===== config.mk =====
export PLATFORM = sky130hd
export DESIGN_NAME = game_tick_gen
export DESIGN_NICKNAME = d
export VERILOG_FILES = /design/src/rtl/game_tick_gen.sv
export SDC_FILE = /design/constraint.sdc
export NUM_CORES = 1
export LEC_CHECK = 0
export CORE_ASPECT_RATIO = 1.25
export CORE_MARGIN = 2
export CORE_UTILIZATION = 59
export CTS_BUF_LIST = sky130_fd_sc_hd__clkbuf_16
export DETAILED_ROUTE_END_ITERATION = 8
export PLACE_DENSITY = 0.82
export SYNTH_ARGS = -nofsm -noshare
export SYNTH_HDL_FRONTEND = slang
export SYNTH_SLANG_ARGS = --single-unit

===== constraint.sdc =====
create_clock -name clk -period 5 [get_ports clk]
set_input_delay 0.5 -clock clk [delete_from_list [all_inputs] [get_ports clk]]
set_output_delay 0.5 -clock clk [all_outputs]
set_load 0.05 [all_outputs]

===== src/rtl/game_tick_gen.sv =====
// game_tick_gen
//   Game-timing generator. Produces one-cycle score and obstacle tick pulses
//   from the system clock. The pulses are gated by the game state and by
//   pause. The block also keeps a running score and a difficulty level, and
//   shortens the obstacle period as the score rises.
//
//   Optional build macro: GAME_TICK_SCORE_BCD_EN
//     Defined   : score is 4-digit packed BCD (SCORE_W must be 16) and
//                 saturates at 16'h9999.
//     Undefined : score is plain binary and saturates at all-ones.
//
// Ports
//   clk           in   system clock (27 MHz)
//   rst_n         in   asynchronous active-low reset
//   gameon        in   high while the game is in its play state
//   pause         in   freeze timing while high
//   score_tick    out  one-cycle pulse per score increment
//   obstacle_tick out  one-cycle pulse per obstacle spawn request
//   score         out  current score (binary or BCD)
//   level         out  difficulty level 0..15
//   obst_period   out  current obstacle divisor
//   running       out  high while in RUN
module game_tick_gen #(
   parameter int unsigned SCORE_DIV     = 1000000,
   parameter int unsigned OBST_DIV_INIT = 13500000,
   parameter int unsigned OBST_DIV_MIN  = 4500000,
   parameter int unsigned SPEEDUP_STEP  = 900000,
   parameter int unsigned SPEEDUP_EVERY = 50,
   parameter int unsigned CNT_W         = 24,
   parameter int unsigned SCORE_W       = 16
) (
   input  logic               clk,
   input  logic               rst_n,
   input  logic               gameon,
   input  logic               pause,
   output logic               score_tick,
   output logic               obstacle_tick,
   output logic [SCORE_W-1:0] score,
   output logic [3:0]         level,
   output logic [CNT_W-1:0]   obst_period,
   output logic               running
);

   typedef enum logic [1:0] {
      ST_IDLE   = 2'd0,
      ST_RUN    = 2'd1,
      ST_PAUSED = 2'd2
   } state_t;

   localparam int unsigned SPD_W = (SPEEDUP_EVERY < 2) ? 1 : $clog2(SPEEDUP_EVERY);

   localparam logic [CNT_W-1:0]   CNT_ZERO    = {CNT_W{1'b0}};
   localparam logic [CNT_W-1:0]   CNT_ONE     = CNT_W'(1);
   localparam logic [CNT_W-1:0]   SCORE_LAST  = CNT_W'(SCORE_DIV - 1);
   localparam logic [CNT_W-1:0]   OBST_INIT_C = CNT_W'(OBST_DIV_INIT);
   localparam logic [CNT_W-1:0]   OBST_MIN_C  = CNT_W'(OBST_DIV_MIN);
   localparam logic [CNT_W-1:0]   STEP_C      = CNT_W'(SPEEDUP_STEP);
   // Threshold is one bit wider so MIN+STEP cannot wrap.
   localparam logic [CNT_W:0]     SPEED_THR   = (CNT_W+1)'(OBST_DIV_MIN + SPEEDUP_STEP);
   localparam logic [SPD_W-1:0]   SPD_ZERO    = {SPD_W{1'b0}};
   localparam logic [SPD_W-1:0]   SPD_LAST    = SPD_W'(SPEEDUP_EVERY - 1);
   localparam logic [SCORE_W-1:0] SCORE_ZERO  = {SCORE_W{1'b0}};
`ifdef GAME_TICK_SCORE_BCD_EN
   localparam logic [SCORE_W-1:0] SCORE_MAX   = {(SCORE_W/4){4'h9}};
`else
   localparam logic [SCORE_W-1:0] SCORE_MAX   = {SCORE_W{1'b1}};
`endif

   // Saturating score increment. In BCD mode a decimal carry ripples through
   // every digit within the same cycle.
   function automatic logic [SCORE_W-1:0] score_inc_f(input logic [SCORE_W-1:0] val);
      logic [SCORE_W-1:0] res;
`ifdef GAME_TICK_SCORE_BCD_EN
      logic carry;
      res   = val;
      carry = 1'b1;
      if (val == SCORE_MAX) begin
         res = val;
      end else begin
         for (int i = 0; i < int'(SCORE_W / 4); i++) begin
            if (carry) begin
               if (val[4*i +: 4] == 4'd9) begin
                  res[4*i +: 4] = 4'd0;
               end else begin
                  res[4*i +: 4] = val[4*i +: 4] + 4'd1;
                  carry = 1'b0;
               end
            end
         end
      end
`else
      if (val == SCORE_MAX) begin
         res = val;
      end else begin
         res = val + SCORE_W'(1);
      end
`endif
      return res;
   endfunction

   state_t             state_r, state_nxt_s;
   logic [CNT_W-1:0]   score_cnt_r, obst_cnt_r, obst_period_r;
   logic [SPD_W-1:0]   spd_cnt_r;
   logic [SCORE_W-1:0] score_r;
   logic [3:0]         level_r;
   logic               score_tick_r, obstacle_tick_r, running_r;
   logic               start_s, advance_s, score_wrap_s, obst_wrap_s, speed_wrap_s;
   logic [CNT_W-1:0]   period_dec_s;

   // Next-state selection; gameon low wins over pause.
   always_comb begin
      state_nxt_s = state_r;
      case (state_r)
         ST_IDLE: begin
            if (gameon) state_nxt_s = ST_RUN;
            else        state_nxt_s = ST_IDLE;
         end
         ST_RUN: begin
            if (!gameon)    state_nxt_s = ST_IDLE;
            else if (pause) state_nxt_s = ST_PAUSED;
            else            state_nxt_s = ST_RUN;
         end
         ST_PAUSED: begin
            if (!gameon)     state_nxt_s = ST_IDLE;
            else if (!pause) state_nxt_s = ST_RUN;
            else             state_nxt_s = ST_PAUSED;
         end
         default: state_nxt_s = ST_IDLE;
      endcase
   end

   // Count enables and wrap detection. Counting also happens on the cycle
   // that leaves PAUSED, so the time lost equals the cycles pause was high.
   always_comb begin
      start_s      = (state_r == ST_IDLE) && gameon;
      advance_s    = (state_r != ST_IDLE) && gameon && !pause;
      score_wrap_s = advance_s && (score_cnt_r == SCORE_LAST);
      // >= keeps a freshly shortened period from skipping a tick.
      obst_wrap_s  = advance_s && (obst_cnt_r >= (obst_period_r - CNT_ONE));
      speed_wrap_s = score_wrap_s && (spd_cnt_r == SPD_LAST);
      // Compare before subtracting so the period never underflows.
      if ({1'b0, obst_period_r} >= SPEED_THR) begin
         period_dec_s = obst_period_r - STEP_C;
      end else begin
         period_dec_s = OBST_MIN_C;
      end
   end

   // State, counters and all registered outputs.
   always_ff @(posedge clk or negedge rst_n) begin
      if (!rst_n) begin
         state_r         <= ST_IDLE;
         score_cnt_r     <= CNT_ZERO;
         obst_cnt_r      <= CNT_ZERO;
         spd_cnt_r       <= SPD_ZERO;
         obst_period_r   <= OBST_INIT_C;
         score_r         <= SCORE_ZERO;
         level_r         <= 4'd0;
         score_tick_r    <= 1'b0;
         obstacle_tick_r <= 1'b0;
         running_r       <= 1'b0;
      end else begin
         state_r         <= state_nxt_s;
         running_r       <= (state_nxt_s == ST_RUN);
         score_tick_r    <= score_wrap_s;
         obstacle_tick_r <= obst_wrap_s;
         if (start_s) begin
            score_cnt_r   <= CNT_ZERO;
            obst_cnt_r    <= CNT_ZERO;
            spd_cnt_r     <= SPD_ZERO;
            obst_period_r <= OBST_INIT_C;
            score_r       <= SCORE_ZERO;
            level_r       <= 4'd0;
         end else if (!gameon) begin
            // Leaving play (or idling): counters clear, score/level held.
            score_cnt_r <= CNT_ZERO;
            obst_cnt_r  <= CNT_ZERO;
            spd_cnt_r   <= SPD_ZERO;
         end else if (advance_s) begin
            score_cnt_r <= score_wrap_s ? CNT_ZERO : (score_cnt_r + CNT_ONE);
            obst_cnt_r  <= obst_wrap_s  ? CNT_ZERO : (obst_cnt_r + CNT_ONE);
            if (score_wrap_s) begin
               score_r   <= score_inc_f(score_r);
               spd_cnt_r <= speed_wrap_s ? SPD_ZERO : (spd_cnt_r + SPD_W'(1));
            end
            if (speed_wrap_s) begin
               obst_period_r <= period_dec_s;
               if (level_r != 4'hF) begin
                  level_r <= level_r + 4'd1;
               end
            end
         end
      end
   end

   assign score_tick    = score_tick_r;
   assign obstacle_tick = obstacle_tick_r;
   assign score         = score_r;
   assign level         = level_r;
   assign obst_period   = obst_period_r;
   assign running       = running_r;

endmodule

# ---- Yosys cells after proc, flatten, opt, wreduce, memory -nomap -nowiden
# Cells that the tools add are included.
dict set report word_totals {
  register_bits 103
  latchBits 0
  ramBits 0
  mem_bits_ro 0
  inputBits 4
  word_cells 80
  mem_count 0
}
dict set report op_classes {
  addsub 7
  mul 0
  div_mod_pow 0
  n_lt_le_gt_ge 2
  n_eq_ne 10
  shift 0
  mux 32
  bitwise_logic 0
  reduce_logical 19
}
# op count
set ops {}
lappend ops {{$mux W24} 13}
lappend ops {{$mux W16} 5}
lappend ops {{$add A24 B1 Y24 const B} 2}
lappend ops {{$mux W6} 5}
lappend ops {{$eq A24 B20 Y1 const B} 1}
lappend ops {{$ge A24 B23 Y1 const B} 1}
lappend ops {{$ge A24 B24 Y1} 1}
lappend ops {{$sub A24 B1 Y24 const B} 1}
lappend ops {{$sub A24 B20 Y24 const B} 1}
lappend ops {{$mux W4} 5}
lappend ops {{$add A16 B1 Y16 const B} 1}
lappend ops {{$eq A16 B16 Y1 const B} 1}
lappend ops {{$reduce_bool A2 Y1} 6}
lappend ops {{$reduce_and A4 Y1} 2}
lappend ops {{$add A6 B1 Y6 const B} 1}
lappend ops {{$eq A6 B6 Y1 const B} 1}
lappend ops {{$logic_and A1 B1 Y1} 6}
lappend ops {{$ne A3 B1 Y1 const B} 2}
lappend ops {{$add A4 B1 Y4 const B} 1}
lappend ops {{$eq A2 B1 Y1 const B} 2}
lappend ops {{$mux W2} 2}
lappend ops {{$ne A4 B4 Y1 const B} 1}
lappend ops {{$pmux W2 S2} 1}
lappend ops {{$reduce_and A3 Y1} 1}
lappend ops {{other kinds (7)} 7}

# ---- Logic depth before layout (Yosys ltp)
# Gate-level depths: netlist of the first run.
dict set report logic_depth {
  depth_word 10
  depth_mapped 15
  mapped_depth_nobuf 13
}

# ---- Least setup slack after synthesis of the first run
# OpenSTA, ideal clock, no wires.
dict set report synth_timing {
  path_type {flip-flop to flip-flop}
  from {reg obst_period_r[7] (netlist: obst_period[7])}
  to {reg obst_cnt_r[15]}
  t_arrival_ns 3.624
  required_ns 4.918
  path_slack_ns 1.294
  path_stages_with_launch 16
  n_path_buf 2
  period_less_slack_ns 3.706
  cell_sequence {dfrtp_1 clkbuf_1 nor4_1 nand2_1 nor2_1 nand2_1 nor3_1 xnor2_1 ha_1 nand2_1 o21ai_0 a22o_1 a31oi_1 clkbuf_1 nand3b_1 a31oi_1}
}
dict set report synth_between {
  elab_chain_len 7
}
# element line_no
set synth_rtl {}
lappend synth_rtl {{from (decl)} 102} ;# logic [CNT_W-1:0] score_cnt_r, obst_cnt_r, obst_period_r;
lappend synth_rtl {{from (signal assigned)} 187} ;# obst_period_r <= period_dec_s;
lappend synth_rtl {{$sub A24 B1 Y24} 139} ;# obst_wrap_s = advance_s && (obst_cnt_r >= (obst_period_r - CNT_ONE));
lappend synth_rtl {{$ge A24 B24 Y1} 139}
lappend synth_rtl {{$logic_and A1 B1 Y1} 139}
lappend synth_rtl {{$mux W24} 181} ;# obst_cnt_r <= obst_wrap_s ? CNT_ZERO : (obst_cnt_r + CNT_ONE);
lappend synth_rtl {{$mux W24} 179} ;# end else if (advance_s) begin
lappend synth_rtl {{$mux W24} 174} ;# end else if (!gameon) begin
lappend synth_rtl {{$mux W24} 167} ;# if (start_s) begin
lappend synth_rtl {{to (signal assigned)} 181}
lappend synth_rtl {{to (decl)} 102}
# No other way between the ends. The select of a mux whose other input is x is not followed.
# A chain may end at the register's enable or synchronous reset.

# ---- Final worst setup path of the first run
dict set report layout_timing {
  from {reg obst_period_r[7] (netlist: obst_period[7])}
  to {reg obst_cnt_r[2]}
}
# Same word-level chain as after synthesis.

==> impl_metrics.env, run 1 <==
export IMPL_place_hpwl_um=9868
export IMPL_setup_viol=0
export IMPL_synth_area_top_cells="dfrtp_1 34%, ha_1 6.1%, dfstp_2 6.0%, xnor2_1 4.6%, nor2_1 4.4%"
export IMPL_p_sw_share_pct=29.74
export IMPL_synth_top_area_share_pct=34.38
export IMPL_setup_slack_ns=1.081
export IMPL_endpoint_kind="register"
export IMPL_async_flop_share_pct=100.0
export IMPL_gp_routability_congestion=0.8510
export IMPL_cts_made_buffers=9
export IMPL_yosysTopAreaCell="dfrtp_1"
export IMPL_cts_sinks=98
export IMPL_grt_ovfl_total=0
export IMPL_coreArea_um2=10110
export IMPL_tns_ns=0
export IMPL_syn_area_um2=6113
export IMPL_cts_root_buf="clkbuf_16"
export IMPL_critPathArrivalTime_ns=4.13
export IMPL_utilization_pct=68.09
export IMPL_synth_cell_type_count=67
export IMPL_crit_required_ns=5.21
export IMPL_synth_top_family_by_area="simple AND/OR/NAND/NOR gates"
export IMPL_antenna_found_initial=0
export IMPL_switchingPower_w=0.0005551
export IMPL_synth_fa_ha_area_share_pct=6.140
export IMPL_crit_path_frequent_cell="nand2_1"
export IMPL_htreeDepth=3
export IMPL_fin_worst_skew_ns=0.005829
export IMPL_slew_headroom_pct=32.79
export IMPL_die_h_um=117.8
export IMPL_start_kind="register"
export IMPL_area_growth_pct=12.57
export IMPL_synthFlopType="dfrtp_1"
export IMPL_grt_setup_unrepaired="no"
export IMPL_antenna_cells=0
export IMPL_syn_mean_instance_area_um2=8.873
export IMPL_clkSlewWorstSetupHoldPaths_ns=0.06
export IMPL_cp_top_family="simple AND/OR/NAND/NOR gates"
export IMPL_p_int_w=0.001312
export IMPL_worst_slew_pin_slew_ns=1.008
export IMPL_hold_violations=0
export IMPL_postCtsSetupBuffers=0
export IMPL_postCtsHoldBufs=0
export IMPL_cpMaxStageDelayCell="nor4_1"
export IMPL_syn_inst=689
export IMPL_track_usage_pct=26.57
export IMPL_port_buffers=45
export IMPL_drc=0
export IMPL_p_comb_share_pct=16.8
export IMPL_ant_nets=0
export IMPL_path_cells="nor4_1, nand2_1, nor2_1, nand2_1, nor3_1, xnor2_1, ha_1, nand2_1, nor4_1, a22o_1, a31oi_2, buf_4, a31oi_1, a31oi_1"
export IMPL_p_per_area_nw_per_um2=271.2
export IMPL_status="finished, final reports clean"
export IMPL_synthMuxAreaShare_pct=1.801
export IMPL_synth_edf_count=0
export IMPL_layout_commonest_cell="dfrtp_1"
export IMPL_grt_pass1_vias=5067
export IMPL_synth_compound_area_share_pct=12.46
export IMPL_grt_max_degree=51
export IMPL_path_buf_inv=1
export IMPL_synth_xor_area_share_pct=8.309
export IMPL_clk_latency_ns=0.35
export IMPL_initial_utilization_pct=60.49
export IMPL_fillCellCount=760
export IMPL_dieWidth_um=95.05
export IMPL_cts_resized=0
export IMPL_ys_ff_latch=98
export IMPL_final_cell_mix="84 x dfrtp_1, 72 x nor2_1, 68 x nand2_1"
export IMPL_slowest_delay_ns=0.72
export IMPL_fmax_mhz=255.2
export IMPL_whs_ns=0.1718
export IMPL_clockBufferDepth=2
export IMPL_num_rows=41
export IMPL_die_area_um2=11200
export IMPL_crit_fanout=43
export IMPL_hp_class="in2async"
export IMPL_cts_tree="built"
export IMPL_clock_power_share_pct=36.0
export IMPL_detail_route_first_pass_iterations=5
export IMPL_crit_type="reg2reg"
export IMPL_via_per_inst=6.239
export IMPL_wirelength_um=14150
export IMPL_num_vias=5291
export IMPL_dp_slack_ns=1.174
export IMPL_min_period_ns=3.919
export IMPL_ys_warn_count=0
export IMPL_ios=51
export IMPL_finalMaxSlewViolations=0
export IMPL_drt_initial_drc_count=341
export IMPL_route_detailed_wl_per_inst_um=16.69
export IMPL_leakage_nw=2.877
export IMPL_grt_pass1_wl_um=23960
export IMPL_fin_crit_sh_pct=78.38
export IMPL_ys_seq_area_share_pct=40.40
export IMPL_vdd_drop_max_uv=181.7
export IMPL_layout_drive_gt1_share_pct=6.259
export IMPL_synthSimpleGateAreaFrac_pct=26.50
export IMPL_power_frac_seq_pct=47.1
export IMPL_drv_cap=0
export IMPL_nNetsFinal=748
[final timing paths]
path / from / endpoint / slack (ns) / cells after the start
worst max-delay path: obst_period[7] / obst_cnt_r[2] / 1.08 / 14
min in group clk: obst_cnt_r[16] / obst_cnt_r[16] / 0.53 / 1
worst max register to register: obst_period[7] / obst_cnt_r[2] / 1.08 / 14
worst min register to register: obst_cnt_r[16] / obst_cnt_r[16] / 0.53 / 1
worst min-delay path: rst_n / obst_cnt_r[17] / 0.17 / 1
max in group asynchronous: rst_n / obst_cnt_r[11] / 3.76 / 2
[Yosys cell counts (3+ instances only)]
cell      count
a211oi_1      3
a21o_1        8
a21oi_1      25
a31oi_1      22
and2_1        6
and3_1       18
and4_1        3
and4b_1       3
buf_2         4
buf_4         6
clkbuf_1     27
dfrtp_1      84
dfstp_2      14
ha_1         30
inv_1        24
mux2i_1      11
nand2_1      68
nand2b_1      5
nand3_1      36
nand3b_1      7
nand4_1      27
nand4b_1      4
nor2_1       72
nor3_1       21
nor3b_1       3
nor4_1        9
o211ai_1      4
o21ai_0      25
o22ai_1       4
or2_2         4
or3_1         9
or4_1         3
xnor2_1      32
xor2_1       26
[power by group through the flow]
stage	combinational, W	clock [W]	sequential (W)
floorplan	0.000192	0	0.000922
global placement	0.000304	0	0.000891
detailed placement	0.000313	0	0.000892
CTS	0.000315	0.000674	0.000877
global route	0.000341	0.000708	0.000883
finish	0.000314	0.000673	0.000880
[cells by family (layout without fill, tap and decap cells)]
| group | count (synthesis) | in the layout |
|---|---|---|
| compound gates | 118 | 118 |
| buf+inv | 63 | 89 |
| fa+ha+maj | 30 | 30 |
| xor+xnor | 58 | 58 |
| flops | 98 | 98 |
| other cells | 1 | 5 |
| mux | 11 | 11 |
| simple gates | 310 | 310 |
[state kept, by name (all words and copies together) (netlist names)]
name,count
spd_cnt_r,6
state_r,2
score_cnt_r,24
level,4
obstacle_tick,1
score_tick,1
score,16
obst_cnt_r,24
running,1
obst_period,19
[routing by layer]
metal | part of all wire [%] | up-vias | GRT usage [%]
li1 | - | 2519 | -
met4 | 2.9 | 0 | 11.32
met2 | 51 | 173 | 44.06
met1 | 41 | 2566 | 34.29
met5 | 0 | - | 0
met3 | 5.0 | 33 | 3.905
[layout make-up]
class	instances	area [um2]	share of cell area, %
clock inverter	7	53.80	0.7818
tap	129	161.4	2.345
sequential	98	2470	35.89
multi-input combinational	532	3403	49.45
clock buffer	9	225.2	3.273
inverter	24	90.09	1.309
timing repair buffer	49	478.0	6.945
[metrics by stage]
| stage | total power [W] | cell area (um2) | cells |
|---|---|---|---|
| floorplan | 0.001113 | 6128 | 693 |
| detailed placement | 0.001205 | 6603 | 832 |
| global route | 0.001932 | 6882 | 848 |
| CTS | 0.001866 | 6882 | 848 |
| global placement | 0.001195 | 6603 | 832 |
| finish | 0.001867 | 6882 | 848 |
No activity file was read; power rests on OpenSTA's default activity.
==> run 2: changes to the inputs <==
==> constraint.sdc (replaced) <==
create_clock -name clk -period 3.7 [get_ports clk]
set_input_delay 0.37 -clock clk [delete_from_list [all_inputs] [get_ports clk]]
set_output_delay 0.37 -clock clk [all_outputs]
set_load 0.05 [all_outputs]
==> run 2 against run 1 <==
Compared with the run above: utilization is 1.1 points higher; first-iteration DRC count is 12% lower; sequential power is 35% higher; hold slack worse by 0.14 ns; global-route usage is 0.50 points higher; clock power is 48% higher; clock skew is 0.0039 ns higher; count of clock-buffer cells in the layout stayed put; largest power group unchanged.
==> impl_metrics.env, run 2 (synthesis gave the netlist of run 1 again) <==
export IMPL_layout_drive_gt1_share_pct=7.586
export IMPL_place_hpwl_um=10150
export IMPL_p_per_area_nw_per_um2=373.9
export IMPL_htreeDepth=3
export IMPL_setup_viol=0
export IMPL_grt_setup_unrepaired="no"
export IMPL_cts_root_buf="clkbuf_16"
export IMPL_area_growth_pct=14.33
export IMPL_crit_type="reg2reg"
export IMPL_hold_violations=0
export IMPL_endpoint_kind="register"
export IMPL_clkSlewWorstSetupHoldPaths_ns=0.07
export IMPL_layout_commonest_cell="dfrtp_1"
export IMPL_fillCellCount=764
export IMPL_dieWidth_um=95.05
export IMPL_clk_latency_ns=0.35
export IMPL_vdd_drop_max_uv=267.6
export IMPL_finalMaxSlewViolations=0
export IMPL_postCtsSetupBuffers=0
export IMPL_slowest_delay_ns=0.53
export IMPL_hp_class="in2async"
export IMPL_crit_required_ns=3.96
export IMPL_clockBufferDepth=2
export IMPL_cts_tree="built"
export IMPL_num_rows=41
export IMPL_cp_top_family="simple AND/OR/NAND/NOR gates"
export IMPL_grt_pass1_wl_um=24410
export IMPL_postCtsHoldBufs=0
export IMPL_start_kind="register"
export IMPL_path_buf_inv=1
export IMPL_die_area_um2=11200
export IMPL_min_period_ns=3.427
export IMPL_wirelength_um=14590
export IMPL_initial_utilization_pct=60.49
export IMPL_antenna_cells=0
export IMPL_rrSetupSlack_ns=0.27
export IMPL_die_h_um=117.8
export IMPL_leakage_nw=2.927
export IMPL_ant_nets=0
export IMPL_route_detailed_wl_per_inst_um=17.08
export IMPL_track_usage_pct=27.07
export IMPL_detail_route_first_pass_iterations=5
export IMPL_grt_pass1_vias=5291
export IMPL_slew_headroom_pct=50.10
export IMPL_grt_ovfl_total=0
export IMPL_nNetsFinal=754
export IMPL_final_cell_mix="84 x dfrtp_1, 72 x nor2_1, 68 x nand2_1"
export IMPL_crit_fanout=43
export IMPL_cts_resized=0
export IMPL_cts_made_buffers=9
export IMPL_via_per_inst=6.249
export IMPL_ios=51
export IMPL_critPathArrivalTime_ns=3.69
export IMPL_cts_sinks=98
export IMPL_fin_worst_skew_ns=0.009714
export IMPL_coreArea_um2=10110
export IMPL_path_cells="nor4_2, nand3_1, nor3_1, xnor2_1, ha_1, a21oi_1, o21ai_0, a22o_1, a31oi_2, buf_12, nand3b_1, a31oi_1"
export IMPL_drt_initial_drc_count=301
export IMPL_utilization_pct=69.16
export IMPL_antenna_found_initial=0
export IMPL_grt_max_degree=47
export IMPL_port_buffers=45
export IMPL_tns_ns=0
export IMPL_worst_slew_pin_slew_ns=0.7485
export IMPL_drc=0
export IMPL_fin_crit_sh_pct=92.61
export IMPL_cpMaxStageDelayCell="nor4_2"
export IMPL_num_vias=5337
export IMPL_fmax_mhz=291.8
export IMPL_drv_cap=0
export IMPL_status="finished, final reports clean"
export IMPL_gp_routability_congestion=0.8814
## run 2: final timing paths
check,from,to,cells after the start
setup / recovery,obst_period[7],obst_cnt_r[15],12
hold / removal,rst_n,obst_cnt_r[17],1
setup reg to reg,obst_period[7],obst_cnt_r[15],12
hold reg to reg,obst_cnt_r[16],obst_cnt_r[16],1
max in group asynchronous,rst_n,obst_period[10],2
min in group clk,obst_cnt_r[16],obst_cnt_r[16],1
## run 2: power by group
part / total, W / switching [W] / internal (W)
combinational: 0.000434 / 0.000287 / 0.000147
sequential: 0.00119 / 0.0000670 / 0.00112
clock: 0.000993 / 0.000407 / 0.000586
## run 2: area by class of cell
| type | count | area (um2) | area share [%] |
|---|---|---|---|
| flip-flops and latches | 98 | 2470 | 35.34 |
| clock buffers | 9 | 225.2 | 3.222 |
| repair buffers | 55 | 548.0 | 7.841 |
| multi-input cells | 532 | 3410 | 48.78 |
| clock inverters | 7 | 85.08 | 1.217 |
| well taps | 129 | 161.4 | 2.309 |
| inverters | 24 | 90.09 | 1.289 |
## run 2: metrics by stage
stage                     worst slack, ns  hold WS [ns]  instance area (um2)  instances  total power [W]
final                              0.2733       0.03392                 6989        854         0.002613
after global routing              0.05312       0.08888                 6989        854         0.002715
after CTS                          0.3517       0.05244                 6989        854         0.002618
after detailed placement           0.3393        0.4204                 6679        838         0.001634
after global placement             0.5440        0.4074                 6679        838         0.001620
after floorplan                    0.1654       0.07441                 6135        693         0.001504
## run 2: layer usage
metal / vias up / global-route usage [%] / share of wire, %
li1: 2523 / - / -
met1: 2599 / 32.67 / 40
met4: 0 / 10.96 / 2.6
met2: 178 / 47.16 / 53
met3: 37 / 4.481 / 5.1
met5: - / 0 / 0
==> run 3: changes to the inputs <==
--- a/config.mk
+++ b/config.mk
@@ -10,6 +10,7 @@
 export CORE_UTILIZATION = 59
 export CTS_BUF_LIST = sky130_fd_sc_hd__clkbuf_16
 export DETAILED_ROUTE_END_ITERATION = 8
+export GPL_ROUTABILITY_DRIVEN = 0
 export PLACE_DENSITY = 0.82
 export SYNTH_ARGS = -nofsm -noshare
 export SYNTH_HDL_FRONTEND = slang
==> results of run 3 <==
Final layout, timing and power as in run 2 (identical DEF).
